<file path="config.mk">
export PLATFORM = sky130hd
export DESIGN_NAME = uart_rx_param
export DESIGN_NICKNAME = d
export VERILOG_FILES = /design/src/rtl/uart_rx_param.sv
export SDC_FILE = /design/constraint.sdc
export NUM_CORES = 1
export LEC_CHECK = 0
export ABC_AREA = 1
export CAP_MARGIN = 20
export CORE_MARGIN = 1.5
export CORE_UTILIZATION = 60
export CTS_CLUSTER_DIAMETER = 100
export DETAILED_ROUTE_END_ITERATION = 7
export PLACE_DENSITY = 0.9
export SLEW_MARGIN = 10
export SYNTH_ARGS = -nofsm -noshare
export SYNTH_HDL_FRONTEND = slang
export SYNTH_SLANG_ARGS = --single-unit
</file>
<file path="constraint.sdc">
create_clock -name clk -period 3.6 [get_ports clk]
set_clock_uncertainty 0.1 [all_clocks]
set_input_delay 0.36 -clock clk [delete_from_list [all_inputs] [get_ports clk]]
set_output_delay 0.36 -clock clk [all_outputs]
set_load 0.03 [all_outputs]
</file>
<file path="src/rtl/uart_rx_param.sv">
`default_nettype none
// ============================================================================
// Module   : uart_rx_param
// Brief    : Parametrised UART receiver (5..9 data bits, none/odd/even parity,
//            1 or 2 stop bits) with 3-sample majority voting and receive FIFO.
// Revision : 1.0 - initial release
// ============================================================================
module uart_rx_param #(
    parameter int CLK_FREQ   = 50_000_000,
    parameter int BIT_RATE   = 115200,
    parameter int DATA_BITS  = 8,
    parameter int PARITY     = 0,
    parameter int STOP_BITS  = 1,
    parameter int FIFO_DEPTH = 4
) (
    input  logic                 clk,
    input  logic                 rst,
    input  logic                 rxd,
    output logic [DATA_BITS-1:0] uart_data,
    output logic                 uart_valid,
    input  logic                 uart_ready,
    output logic                 frame_err,
    output logic                 parity_err,
    output logic                 overrun,
    output logic                 busy
);
    localparam int c_BIT_CNT = CLK_FREQ / BIT_RATE;
    localparam int c_HALF    = c_BIT_CNT / 2;
    localparam int c_CW      = $clog2(c_BIT_CNT);
    localparam int c_BW      = $clog2(DATA_BITS);
    localparam int c_AW      = $clog2(FIFO_DEPTH);
    localparam int c_EW      = DATA_BITS + 2;

    localparam logic [c_CW-1:0] c_CNT_LAST = c_CW'(c_BIT_CNT - 1);
    localparam logic [c_CW-1:0] c_SMP0     = c_CW'(c_HALF - 1);
    localparam logic [c_CW-1:0] c_SMP1     = c_CW'(c_HALF);
    localparam logic [c_CW-1:0] c_DEC      = c_CW'(c_HALF + 1);
    localparam logic [c_BW-1:0] c_BIT_LAST = c_BW'(DATA_BITS - 1);
    localparam logic            c_STOP_LAST = (STOP_BITS == 2);
    localparam logic [c_AW:0]   c_FULL     = (c_AW + 1)'(FIFO_DEPTH);

    localparam logic [2:0] c_S_IDLE  = 3'd0;
    localparam logic [2:0] c_S_START = 3'd1;
    localparam logic [2:0] c_S_DATA  = 3'd2;
    localparam logic [2:0] c_S_PAR   = 3'd3;
    localparam logic [2:0] c_S_STOP  = 3'd4;

    // Synchroniser and edge flop idle high so reset never looks like a start bit
    logic r_sync1, r_rxd_s, r_rxd_d;
    logic w_fall;

    always_ff @(posedge clk) begin
        if (rst) begin
            r_sync1 <= 1'b1;
            r_rxd_s <= 1'b1;
            r_rxd_d <= 1'b1;
        end else begin
            r_sync1 <= rxd;
            r_rxd_s <= r_sync1;
            r_rxd_d <= r_rxd_s;
        end
    end

    assign w_fall = r_rxd_d & ~r_rxd_s;

    logic [2:0]           r_state, w_state_nxt;
    logic [c_CW-1:0]      r_cnt, w_cnt_nxt;
    logic [c_BW-1:0]      r_bit, w_bit_nxt;
    logic                 r_stop, w_stop_nxt;
    logic [DATA_BITS-1:0] r_shift, w_shift_nxt;
    logic                 r_ferr, w_ferr_nxt;
    logic                 r_perr, w_perr_nxt;
    logic                 r_smp0, r_smp1;
    logic                 w_vote, w_dec, w_last, w_push;

    always_ff @(posedge clk) begin
        if (rst) begin
            r_smp0 <= 1'b1;
            r_smp1 <= 1'b1;
        end else begin
            if (r_cnt == c_SMP0) r_smp0 <= r_rxd_s;
            if (r_cnt == c_SMP1) r_smp1 <= r_rxd_s;
        end
    end

    assign w_vote = (r_smp0 & r_smp1) | (r_smp0 & r_rxd_s) | (r_smp1 & r_rxd_s);
    assign w_dec  = (r_cnt == c_DEC);
    assign w_last = (r_cnt == c_CNT_LAST);

    always_ff @(posedge clk) begin
        if (rst) begin
            r_state <= c_S_IDLE;
            r_cnt   <= '0;
            r_bit   <= '0;
            r_stop  <= 1'b0;
            r_shift <= '0;
            r_ferr  <= 1'b0;
            r_perr  <= 1'b0;
        end else begin
            r_state <= w_state_nxt;
            r_cnt   <= w_cnt_nxt;
            r_bit   <= w_bit_nxt;
            r_stop  <= w_stop_nxt;
            r_shift <= w_shift_nxt;
            r_ferr  <= w_ferr_nxt;
            r_perr  <= w_perr_nxt;
        end
    end

    always_comb begin
        w_state_nxt = r_state;
        w_cnt_nxt   = w_last ? '0 : r_cnt + c_CW'(1);
        w_bit_nxt   = r_bit;
        w_stop_nxt  = r_stop;
        w_shift_nxt = r_shift;
        w_ferr_nxt  = r_ferr;
        w_perr_nxt  = r_perr;
        w_push      = 1'b0;
        case (r_state)
            c_S_IDLE: begin
                w_cnt_nxt = '0;
                if (w_fall) begin
                    w_state_nxt = c_S_START;
                    w_bit_nxt   = '0;
                    w_stop_nxt  = 1'b0;
                    w_ferr_nxt  = 1'b0;
                    w_perr_nxt  = 1'b0;
                end
            end
            c_S_START: begin
                if (w_dec && w_vote) begin
                    w_state_nxt = c_S_IDLE;
                    w_cnt_nxt   = '0;
                end else if (w_last) begin
                    w_state_nxt = c_S_DATA;
                end
            end
            c_S_DATA: begin
                if (w_dec) w_shift_nxt = {w_vote, r_shift[DATA_BITS-1:1]};
                if (w_last) begin
                    if (r_bit == c_BIT_LAST)
                        w_state_nxt = (PARITY != 0) ? c_S_PAR : c_S_STOP;
                    else
                        w_bit_nxt = r_bit + c_BW'(1);
                end
            end
            c_S_PAR: begin
                // Even: total ones incl. parity bit must be even; odd flips it
                if (w_dec) w_perr_nxt = (^{r_shift, w_vote}) ^ (PARITY == 1);
                if (w_last) w_state_nxt = c_S_STOP;
            end
            c_S_STOP: begin
                if (w_dec) begin
                    if (!w_vote) w_ferr_nxt = 1'b1;
                    // Leave half a bit early so back-to-back start bits are caught
                    if (r_stop == c_STOP_LAST) begin
                        w_push      = 1'b1;
                        w_state_nxt = c_S_IDLE;
                        w_cnt_nxt   = '0;
                    end
                end
                if (w_last) w_stop_nxt = 1'b1;
            end
            default: begin
                w_state_nxt = c_S_IDLE;
                w_cnt_nxt   = '0;
            end
        endcase
    end

    assign busy = (r_state != c_S_IDLE);

    // Receive FIFO: {data, frame_err, parity_err} per entry
    logic [c_EW-1:0] r_mem [FIFO_DEPTH];
    logic [c_AW-1:0] r_wptr, r_rptr;
    logic [c_AW:0]   r_count;
    logic            r_overrun;
    logic            w_pop, w_full, w_wr;
    logic [c_EW-1:0] w_entry, w_head;

    assign w_entry = {r_shift, w_ferr_nxt, r_perr};
    assign w_pop   = (r_count != '0) & uart_ready;
    assign w_full  = (r_count == c_FULL);
    assign w_wr    = w_push & (~w_full | w_pop);

    always_ff @(posedge clk) begin
        if (w_wr) r_mem[r_wptr] <= w_entry;
    end

    always_ff @(posedge clk) begin
        if (rst) begin
            r_wptr    <= '0;
            r_rptr    <= '0;
            r_count   <= '0;
            r_overrun <= 1'b0;
        end else begin
            r_overrun <= w_push & w_full & ~w_pop;
            if (w_wr)  r_wptr <= r_wptr + c_AW'(1);
            if (w_pop) r_rptr <= r_rptr + c_AW'(1);
            r_count <= r_count + {{c_AW{1'b0}}, w_wr} - {{c_AW{1'b0}}, w_pop};
        end
    end

    assign w_head     = r_mem[r_rptr];
    assign uart_valid = (r_count != '0);
    assign uart_data  = uart_valid ? w_head[c_EW-1:2] : '0;
    assign frame_err  = uart_valid & w_head[1];
    assign parity_err = uart_valid & w_head[0];
    assign overrun    = r_overrun;

endmodule
`default_nettype wire

</file>
==> impl_metrics.ini, run 1 <==
[worst_setup_path]
crit_type = flop to primary output
max_stage_delay_ns = 0.75
crit_path_top_delay_cell = clkdlybuf4s50_1
crit-reg2reg-capture = r_count[2]
critPathLaunchType = flop
regToRegSetupSlack_ns = 1.18
crit_buf_inv = 2
critical_path.top_delay_family = buffers and inverters
r2r_start = r_cnt[6]
crit_arrival_ns = 2.53
worstSetupEndpointType = primary output
cp_cell_sequence = clkinv_1 > nor2_1 > o21ai_0 > a21oi_1 > clkdlybuf4s50_1
cp_max_fo = 11
cp.required_ns = 3.14
r2r_cells = 11

[cts]
cts_buffers = 9
cts_setup_buffers = 0
clock_path_buffers = 2
worstSkewPairLatency_ns = 0.35
hold_buffers = 0
clock-sinks = 81
cts-resized-gates = 0
cts_tree = built
htree_num_levels = 3
clk_pin_slew_worst_paths_ns = 0.09
root_buffer = clkbuf_8

[sta]
setup_ws_ns = 0.615
setup_tns_ns = 0
slew_headroom_pct = 36.2
hold_violations = 0
drv_slew = 0
rsz0062_at_grt = false
fin_hold_ws_ns = 0.317
finalSetupViolations = 0
tightest_slew_ns = 0.953
fin_crit_ns = 2.99
period_share_pct = 82.9
fmax_mhz = 335

[place]
dp.cells = 488
port_buffers = 16
hpwlAfterDp_mm = 5.00
place_ws_ns = 0.986
place_congestion = 0.796

[pwr]
p_leak_nw = 1.73
power_density_mw_per_mm2 = 586
vdd_drop_max_mv = 0.486
total_power_mw = 2.49

[logic_synthesis]
dominantRegCellSynth = dfxtp_1
synth_top_area_share_pct = 31.4
synth-async-reset-ratio_pct = 0
synth.most_common_cell = nor2_1
synth_nets = 419
synth-seq-cells = 81
ys_warn_count = 0
synth_area_leaders = edfxtp_1, dfxtp_1, nor2_1, nand2_1, inv_1
yosysSeqAreaShare_pct = 52.9
synth_cell_type_count = 34
synth_area_per_cell_um2 = 9.51
netlist_area_mm2 = 0.00382
synth_cells = 402
synth_top_cell_by_area = edfxtp_1
synth_edf_count = 40
synth_common_cells = nor2_1, nand2_1, inv_1

[outcome]
status = finished, final reports clean

[die]
ios = 17
core_region_area_mm2 = 0.00603
fp-row-count = 28
die_x_um = 82.8
dieArea_mm2 = 0.00686
die_h_um = 82.8
start_util_pct = 63.4

[worst_hold_path]
hold_depth = 1
min_to = r_rxd_s
hold_class = flop to flop
hold_start = r_sync1

[routing]
route.top_layer_used = met4
vias_per_cell = 5.44
firstDrtPassIters = 5
vias = 2741
dr_wl_met3_um = 299
drt_iter0_drc = 190
routed_wl_mm = 7.14
final_antenna_net_count = 0
wl_met1_mm = 2.89
wl_met2_mm = 3.78
wire_per_inst_um = 14.2
route.detailed.drc = 0

[layout]
nFillCells = 444
nNetsFinal = 441
drive_gt1_share_pct = 17.0
area_growth_syn_to_layout_pct = 11.2
diodes = 0
fin_cells = 504

[global_routing]
grt.overflow.total = 0
grt_usage_pct = 21.7
antenna_found_initial = 0
grt_pass1_vias = 2737
grt_pass1_wl_mm = 11.9
grt_max_degree = 21

[run]
drv_cap = 0
-- flip-flops by register name (all words and copies together), names as in the netlist, named ones only --
name and count:
r_smp1 1, overrun 1, r_wptr 2, r_bit 3, r_count 3, r_ferr 1
r_perr 1, r_mem 40, r_stop 1, r_smp0 1, r_state 3, r_cnt 9
r_rptr 2, r_rxd_s 1, r_sync1 1, r_rxd_d 1, r_shift 8
-- how the worst max path moves through the flow --
stage | from | end | slack, ns | depth (start not counted)
after floorplan | r_cnt[4] | r_count[2] | 1.38 | 11
after global placement | uart_ready | r_count[2] | 1.06 | 10
after global routing | flop | uart_data[6] | 0.42 | 5
final | flop | uart_data[6] | 0.61 | 5
after CTS | flop | uart_data[6] | 0.60 | 5
after detailed placement | flop | uart_data[6] | 0.99 | 5
-- worst register-to-register path: stages (launching register included) --
cell	delay [ns]
dfxtp_1	0.39
nand2_2	0.12
nor2_8	0.18
nand2_4	0.09
nor2_8	0.11
nand4_4	0.16
ha_1	0.33
inv_1	0.04
ha_1	0.19
fa_1	0.38
o21ai_0	0.16
a21oi_1	0.06
-- layer usage --
| layer | global-route usage, % | up-vias |
|---|---|---|
| li1 | - | 1355 |
| met1 | 24.3 | 1295 |
| met2 | 39.2 | 73 |
| met3 | 3.98 | 18 |
| met4 | 11.1 | 0 |
| met5 | 0 | - |
-- through the flow --
stage | utilization (%) | area, µm²
after detailed placement | 67.4 | 4060
after global placement | 67.4 | 4060
after global routing | 70.5 | 4250
after floorplan | - | 3820
after CTS | 70.5 | 4250
final | 70.5 | 4250
-- final cells by class --
class | instances | area (µm²) | share of cell area, %
Multi-Input combinational cell | 259 | 1550 | 36.6
Clock inverter | 7 | 61.3 | 1.44
Tap cell | 75 | 93.8 | 2.21
Timing Repair Buffer | 20 | 190 | 4.48
Clock buffer | 9 | 124 | 2.92
Inverter | 53 | 203 | 4.77
Sequential cell | 81 | 2020 | 47.6
-- layout by cell type, fill, tap and decap left out, types with 2 or more instances in the layout --
master / n
nor2_2: 11
nor2_4: 3
dfxtp_1: 41
xnor2_1: 3
clkinvlp_4: 2
nand2_1: 49
clkinv_4: 2
xor2_1: 6
ha_1: 12
nor3_1: 3
clkinv_1: 2
or2_2: 3
clkdlybuf4s50_1: 16
nand3b_1: 3
inv_1: 44
nor2_8: 4
nor2_1: 61
o21ai_0: 31
nand3_1: 15
buf_4: 4
clkbuf_8: 9
nand3_4: 4
nand2_2: 6
a21oi_2: 2
edfxtp_1: 40
nand2_4: 7
inv_6: 2
a21oi_1: 28
nand3_2: 4
inv_2: 5
-- report_power, final --
part	switching [mW]	internal, mW	total, mW	leakage, nW
clock network	0.358	0.262	0.620	0.0884
registers	0.0539	1.00	1.06	0.780
logic	0.516	0.296	0.811	0.860
total	0.928	1.56	2.49	1.73
-- logic make-up after synthesis --
group,after synthesis,share of synthesized area (%)
and+or+nand+nor,174,25.5
AOI/OAI and AO/OA,63,8.64
xor gates and xnor gates,9,2.06
DFF,81,52.9
buffers and inverters,62,6.42
adders and majority gates,13,4.45
Power figures use the tool's default switching activity.
==> run 2, diff against run 1 <==
CORE_UTILIZATION = 54   (was 60)
PLACE_DENSITY = 0.86   (was 0.9)
clock period = 2.45 ns   (was 3.6 ns; I/O delays follow)
==> impl_metrics.ini, run 2 (synthesized netlist as in run 1, its figures left out) <==
[outcome]
status = finished, final reports clean

[place]
port_buffers = 16
dp.cells = 517
place_ws_ns = 0.105
place_congestion = 0.842
placed_cell_area_mm2 = 0.00415
hpwlAfterDp_mm = 5.18

[worst_hold_path]
hold_class = flop to flop
hold_depth = 1

[run]
drv_cap = 0

[worst_setup_path]
cp.required_ns = 2.11
crit_arrival_ns = 2.02
crit_type = flop to primary output
r2r_cells = 11
crit_path_top_delay_cell = clkdlybuf4s50_1
worstSetupEndpointType = primary output
worst_path_most_repeated_cell = nor2_1
cp_cell_sequence = buf_4 > nor2_1 > nor2_1 > o21ai_0 > a21oi_1 > clkdlybuf4s50_1
max_stage_delay_ns = 0.69
cp_max_fo = 14
critPathLaunchType = flop

[cts]
cts_tree = built
clk_pin_slew_worst_paths_ns = 0.09
hold_buffers = 0
worstSkewPairLatency_ns = 0.36
clock-sinks = 81
clock_path_buffers = 2
cts_buffers = 9
htree_num_levels = 3
root_buffer = clkbuf_8

[sta]
fmax_mhz = 424
finalSetupViolations = 0
setup_ws_ns = 0.0895
period_share_pct = 96.3
drv_slew = 0
tightest_slew_ns = 0.549
setup_tns_ns = 0
hold_violations = 0
slew_headroom_pct = 63.2
fin_crit_ns = 2.36
rsz0062_at_grt = false

[global_routing]
grt.overflow.total = 0
grt_pass1_wl_mm = 12.0
antenna_found_initial = 0
grt_usage_pct = 21.0
grt_max_degree = 19
grt_pass1_vias = 2638

[die]
start_util_pct = 55.9
fp-row-count = 30
die_x_um = 87.1
die_h_um = 87.1
dieArea_mm2 = 0.00759
core_region_area_mm2 = 0.00683
ios = 17

[layout]
final_common_cell = nor2_1
nFillCells = 541
top_register = r_mem
largest_register_ffs = 40
layout_common_cells = nor2_1, nand2_1, inv_1
diodes = 0
area_growth_syn_to_layout_pct = 14.3
design_area_mm2 = 0.00437
fin_cells = 533
drive_gt1_share_pct = 19.0
top_regs = r_mem: 40 flops, r_cnt: 9 flops, r_shift: 8 flops
nNetsFinal = 449

[pwr]
power_density_mw_per_mm2 = 871
switchingPower_mw = 1.39
swShare_pct = 36.6
seqPwrFrac_pct = 40.3
comb_power_share_pct = 33.0
vdd_drop_max_mv = 0.499
internal_power_mw = 2.41
p_leak_nw = 1.90
clock_power_share_pct = 26.6

[routing]
routed_wl_mm = 7.46
final_antenna_net_count = 0
wire_per_inst_um = 14.0
vias = 2704
route.detailed.drc = 0
drt_iter0_drc = 139
vias_per_cell = 5.07
firstDrtPassIters = 4
==> run 2: changes by cell type in the layout (fill, tap and decap cells not counted), sizes merged <==
cell	change
buf	+8
clkdlybuf4s50	-8
inv	-1
bufinv	+1
dlygate4sd2	+1
dlymetal6s2s	+7
==> run 2: worst max-delay path: cells and delay by family (launching register included) <==
family	cells	cell delay, ns
flops	1	0.37
simple gates	2	0.16
buf+inv	2	0.91
compound gates	2	0.21
==> run 2: path summary, 6_finish.rpt <==
check / endpoint / start / slack [ns]
max: uart_data[1] / flop / 0.09
min: r_rxd_s / r_sync1 / 0.35
max reg2reg: r_count[2] / r_cnt[0] / 0.18
min reg2reg: r_rxd_s / r_sync1 / 0.35
==> run 2: repair_timing <==
action / in CTS / in global routing
setup buffers: 0 / 0
gates cloned: 0 / 0
endpoints found under the setup margin: 5 / 8
resized for setup: 2 / 8
==> run 2: layer usage <==
metal	track usage, %	vias up	part of all wire (%)
li1	-	1365	-
met1	22.8	1271	41
met2	38.2	54	53
met3	5.02	14	3.7
met4	10.5	0	1.8
met5	0	-	0
==> run 2: cell type report <==
class                           count  area (µm²)  area share [%]
Clock inverter                      7        76.3            1.75
Inverter                           53         204            4.67
Tap cell                           96         120            2.75
Clock buffer                        9         124            2.84
Multi-Input combinational cell    259        1550            35.6
Sequential cell                    81        2020            46.3
Timing Repair Buffer               28         267            6.10
==> run 2: through the flow <==
| stage | power (mW) | hold slack (ns) | utilization [%] |
|---|---|---|---|
| finish | 3.80 | 0.350 | 63.9 |
| detailed placement | 2.84 | 0.327 | 60.7 |
| CTS | 3.82 | 0.353 | 63.7 |
| floorplan | 2.46 | 0.245 | - |
| global route | 4.00 | 0.367 | 63.9 |
| global placement | 2.78 | 0.297 | 60.7 |
==> run 2: power by group through the flow <==
stage          Sequential, mW  Clock [mW]  Combinational [mW]
2_1_floorplan            1.55           0               0.904
3_3_place_gp             1.56           0                1.22
3_5_place_dp             1.57           0                1.27
4_1_cts                  1.53        1.01                1.27
5_1_grt                  1.54        1.08                1.38
6_report                 1.53        1.01                1.26
==> patch 1, RTL diff (config.mk and constraints of run 2) <==
Change the parameter `DATA_BITS` from 8 to 32.
--- a/src/rtl/uart_rx_param.sv
+++ b/src/rtl/uart_rx_param.sv
@@ -10,3 +10,3 @@
     parameter int BIT_RATE   = 115200,
-    parameter int DATA_BITS  = 8,
+    parameter int DATA_BITS  = 32,
     parameter int PARITY     = 0,
Interface: changed (resized uart_data); port bits go from 17 to 41. The function was not compared with the original's and may differ.
==> patch 1 against run 2 <==
- sequential cell count grew 122
- synthesized area rose by 130%
- total power grew 140%
- die area rose by 120%
- fmax is 2.5% higher
- setup slack improved by 0.058 ns
- sequential power is 140% higher
- first-iteration DRC count grew to 4.6 times the old value
- synthesized cell count grew 130%
- count of clock-buffer cells in the layout rose by 17
- critical endpoint is now r_count[2]
- routed wire length is 140% higher
- final area rose by 130%
- register-to-register slack got worse by 0.03 ns
==> patch 1: results (changes against run 2) <==
- Status: completed (unchanged)
- Metal-1 WL: 7.27 mm (was 3.08 mm)
- Met3 wire length: 1.24 mm (was 278 um)
- Pin count of the biggest net entering global routing: 65 (was 19)
- Routing usage on met3: 4.31% (was 5.02%)
- P_leak: 4.09 nW (was 1.90 nW)
- Post-synthesis net count: 934 (was 419)
- Clk Latency, worst-skew pair: 0.50 ns (was 0.36 ns)
- Met1 usage: 27.0% (was 22.8%)
- Placed Cells: 1157 (was 517)
- WL per Instance: 14.9 um (was 14.0 um)
- CTS buffer count: 21 (was 9)
- Main flop type after synthesis: edfxtp_1 (was dfxtp_1)
- Worst EP arrival: 2.58 ns (was 2.02 ns)
- Worst-path fanout max: 4 (was 14)
- All-Layer GR Usage: 21.5% (was 21.0%)
- Root buffer cell: clkbuf_16 (was clkbuf_8)
- WL final: 17.8 mm (was 7.46 mm)
- CTS H-tree depth: 1 (was 3)
- Sequential element share of the synthesized area: 62.1% (was 52.9%)
- Nets: 982 (was 449)
- Top post-synthesis cells by count: 165 x nor2_1, 153 x nand2_1, 136 x edfxtp_1 (was 61 x nor2_1, 49 x nand2_1, 44 x inv_1)
- Final Critical Period: 2.30 ns (was 2.36 ns)
- Post-synthesis compound-gate area fraction: 11.4% (was 8.64%)
- DR iter-0 viols: 633 (was 139)
- Setup CP Type: flop to flop (was flop to output port)
- Metal2 WL: 8.89 mm (was 3.97 mm)
- DR vias: 6372 (was 2704)
- Worst R2R Path Depth: 12 (was 11)
- Type of the worst min-delay path: primary input to flop (was flop to flop)
- Final GP Congestion: 0.815 (was 0.842)
==> patch 1: changes by cell type after synthesis, sizes merged, moves of 4 or more <==
cell           run 2  this run
o21ai             32       109
clkbuf             6        26
a21oi             30        83
dfxtp             41        67
nor3               3         7
inv               50        85
nor2              79       167
buf                3        11
edfxtp            40       136
nand2             62       156
xnor2              3        10
==> patch 1: timing repair <==
item	in CTS	in global routing
gates resized for setup	0	7
setup buffers	0	1
setup endpoints to repair	0	16
hold buffers	0	0
==> patch 1: final cells by class <==
| cell class | count | area, um^2 | share of cell area (%) |
|---|---|---|---|
| multi-input cells | 590 | 2850 | 28.3 |
| flip-flops and latches | 203 | 5430 | 53.9 |
| clock buffers | 26 | 564 | 5.60 |
| well taps | 216 | 270 | 2.68 |
| inverters | 87 | 330 | 3.28 |
| repair buffers | 62 | 509 | 5.06 |
| clock inverters | 12 | 116 | 1.16 |
==> patch 1: worst max-delay path, stage by stage, from the launching register on <==
cell and delay [ns]:
dfxtp_1 0.33, inv_1 0.08, nor2_1 0.14, nand2_1 0.07, inv_1 0.09, and3_4 0.20, nand4_2 0.09, ha_1 0.29
inv_1 0.04, ha_1 0.18, fa_1 0.38, o21ai_1 0.14, a21oi_1 0.05
==> patch 1: how the worst min path moves through the flow <==
stage	startpoint	end	cells after the start
floorplan	rst	overrun	1
global placement	r_sync1	r_rxd_s	1
detailed placement	r_sync1	r_rxd_s	1
CTS	rxd	r_sync1	2
global route	rxd	r_sync1	2
finish	rxd	r_sync1	2
==> patch 1: power by group <==
part	switching [mW]	leakage, nW	internal, mW
combinational	1.55	1.66	0.730
sequential	0.0605	2.11	3.68
clock	1.26	0.324	1.85
==> patch 2, RTL diff (settings of run 2) <==
Without the edit above. Make the reset (`rst`) asynchronous in 4 clocked blocks.
--- a/src/rtl/uart_rx_param.sv
+++ b/src/rtl/uart_rx_param.sv
@@ -51,3 +51,3 @@
 
-    always_ff @(posedge clk) begin
+    always_ff @(posedge clk or posedge rst) begin
         if (rst) begin
@@ -75,3 +75,3 @@
 
-    always_ff @(posedge clk) begin
+    always_ff @(posedge clk or posedge rst) begin
         if (rst) begin
@@ -89,3 +89,3 @@
 
-    always_ff @(posedge clk) begin
+    always_ff @(posedge clk or posedge rst) begin
         if (rst) begin
@@ -189,3 +189,3 @@
 
-    always_ff @(posedge clk) begin
+    always_ff @(posedge clk or posedge rst) begin
         if (rst) begin
Function: differs if rst is asserted again (counterexample within 4 cycles, from zero or initial values and one cycle with rst high); with rst held inactive, the same outputs for 10 cycles.
==> patch 2 against run 2 <==
- register-to-register slack got worse by 0.04 ns
- routed wire length decreased by 10%
- global-route usage fell by 0.17 points
- total power is 6.4% higher
- first-iteration DRC count increased by 3.6%
- setup slack gained 0.050 ns
- synthesized area is 4.5% lower
- sequential cell count down 2
- combinational power up 17%
- sequential power grew 3%
- worst hold slack got worse by 0.16 ns
- final area is 4.7% lower
- critical endpoint is now r_count[2]
- largest power group unchanged
- highest routed layer unchanged
==> patch 2: results (changes against run 2) <==
- Logic power comb: 1.48 mW (was 1.26 mW)
- Layout cells sized above 1: 11.9% (was 19.0%)
- Pin count of the biggest net entering global routing: 40 (was 19)
- Reg2Reg Setup Slack: 0.14 ns (was 0.18 ns)
- Met1 usage: 23.9% (was 22.8%)
- Placed instance area: 3960 um^2 (was 4150 um^2)
- Worst-path fanout max: 5 (was 14)
- Slowest CP cell: dfrtp_1 (was clkdlybuf4s50_1)
- Met2 Usage GRT: 36.4% (was 38.2%)
- Asr flop ratio synth: 49.4% (was 0%)
- Cell family contributing the most delay on the critical path: adder cells (was buffers and inverters)
- DR iter-0 viols: 144 (was 139)
- Sequential element share of the synthesized area: 59.8% (was 52.9%)
- Placed Cells: 465 (was 517)
- Post-cts resize count: 11 (was 2)
- Met3 wire length: 276 um (was 278 um)
- Combinational share of power: 36.7% (was 33.0%)
- Synth top area cells: edfxtp_1 33%, dfrtp_1 23%, nor2_1 7.0% (was edfxtp_1 31%, dfxtp_1 21%, nor2_1 6.0%)
- XOR/XNOR share of the synthesized area: 3.12% (was 2.06%)
- Type of the worst min-delay path: primary input to flop (was flop to flop)
- WL per Instance: 13.9 um (was 14.0 um)
- Peak VDD IR: 0.000399 V (was 0.000499 V)
- Flop pwr share: 39.2% (was 40.3%)
- Crit path capture: r_count[2] (was uart_data[1])
- P_leak: 1.90 nW (about the same)
- Status: completed (unchanged)
- Final GP Congestion: 0.792 (was 0.842)
- Metal2 WL: 3.42 mm (was 3.97 mm)
- Peak per-stage delay on the critical path: 0.43 ns (was 0.69 ns)
- Post-synthesis net count: 386 (was 419)
- Pin slew with the least headroom to its limit: 0.558 ns (was 0.549 ns)
- NetSw: 1.58 mW (was 1.39 mW)
-- patch 2: worst min path at each step --
stage / startpoint / endpoint / slack, ns / cells after the start
after floorplan: rxd / r_sync1 / 0.15 / 0
after global placement: r_sync1 / r_rxd_s / 0.25 / 0
after detailed placement: r_sync1 / r_rxd_s / 0.25 / 0
after CTS: rxd / r_sync1 / 0.17 / 1
after global routing: rxd / r_sync1 / 0.19 / 1
final: rxd / r_sync1 / 0.19 / 1
-- patch 2: cell type report --
| class | count | area [um^2] | share of cell area (%) |
|---|---|---|---|
| Sequential cell | 79 | 2180 | 52.4 |
| Multi-Input combinational cell | 235 | 1260 | 30.3 |
| Timing Repair Buffer | 28 | 238 | 5.71 |
| Inverter | 47 | 180 | 4.33 |
| Clock buffer | 9 | 124 | 2.98 |
| Tap cell | 77 | 96.3 | 2.31 |
| Clock inverter | 7 | 80.1 | 1.92 |
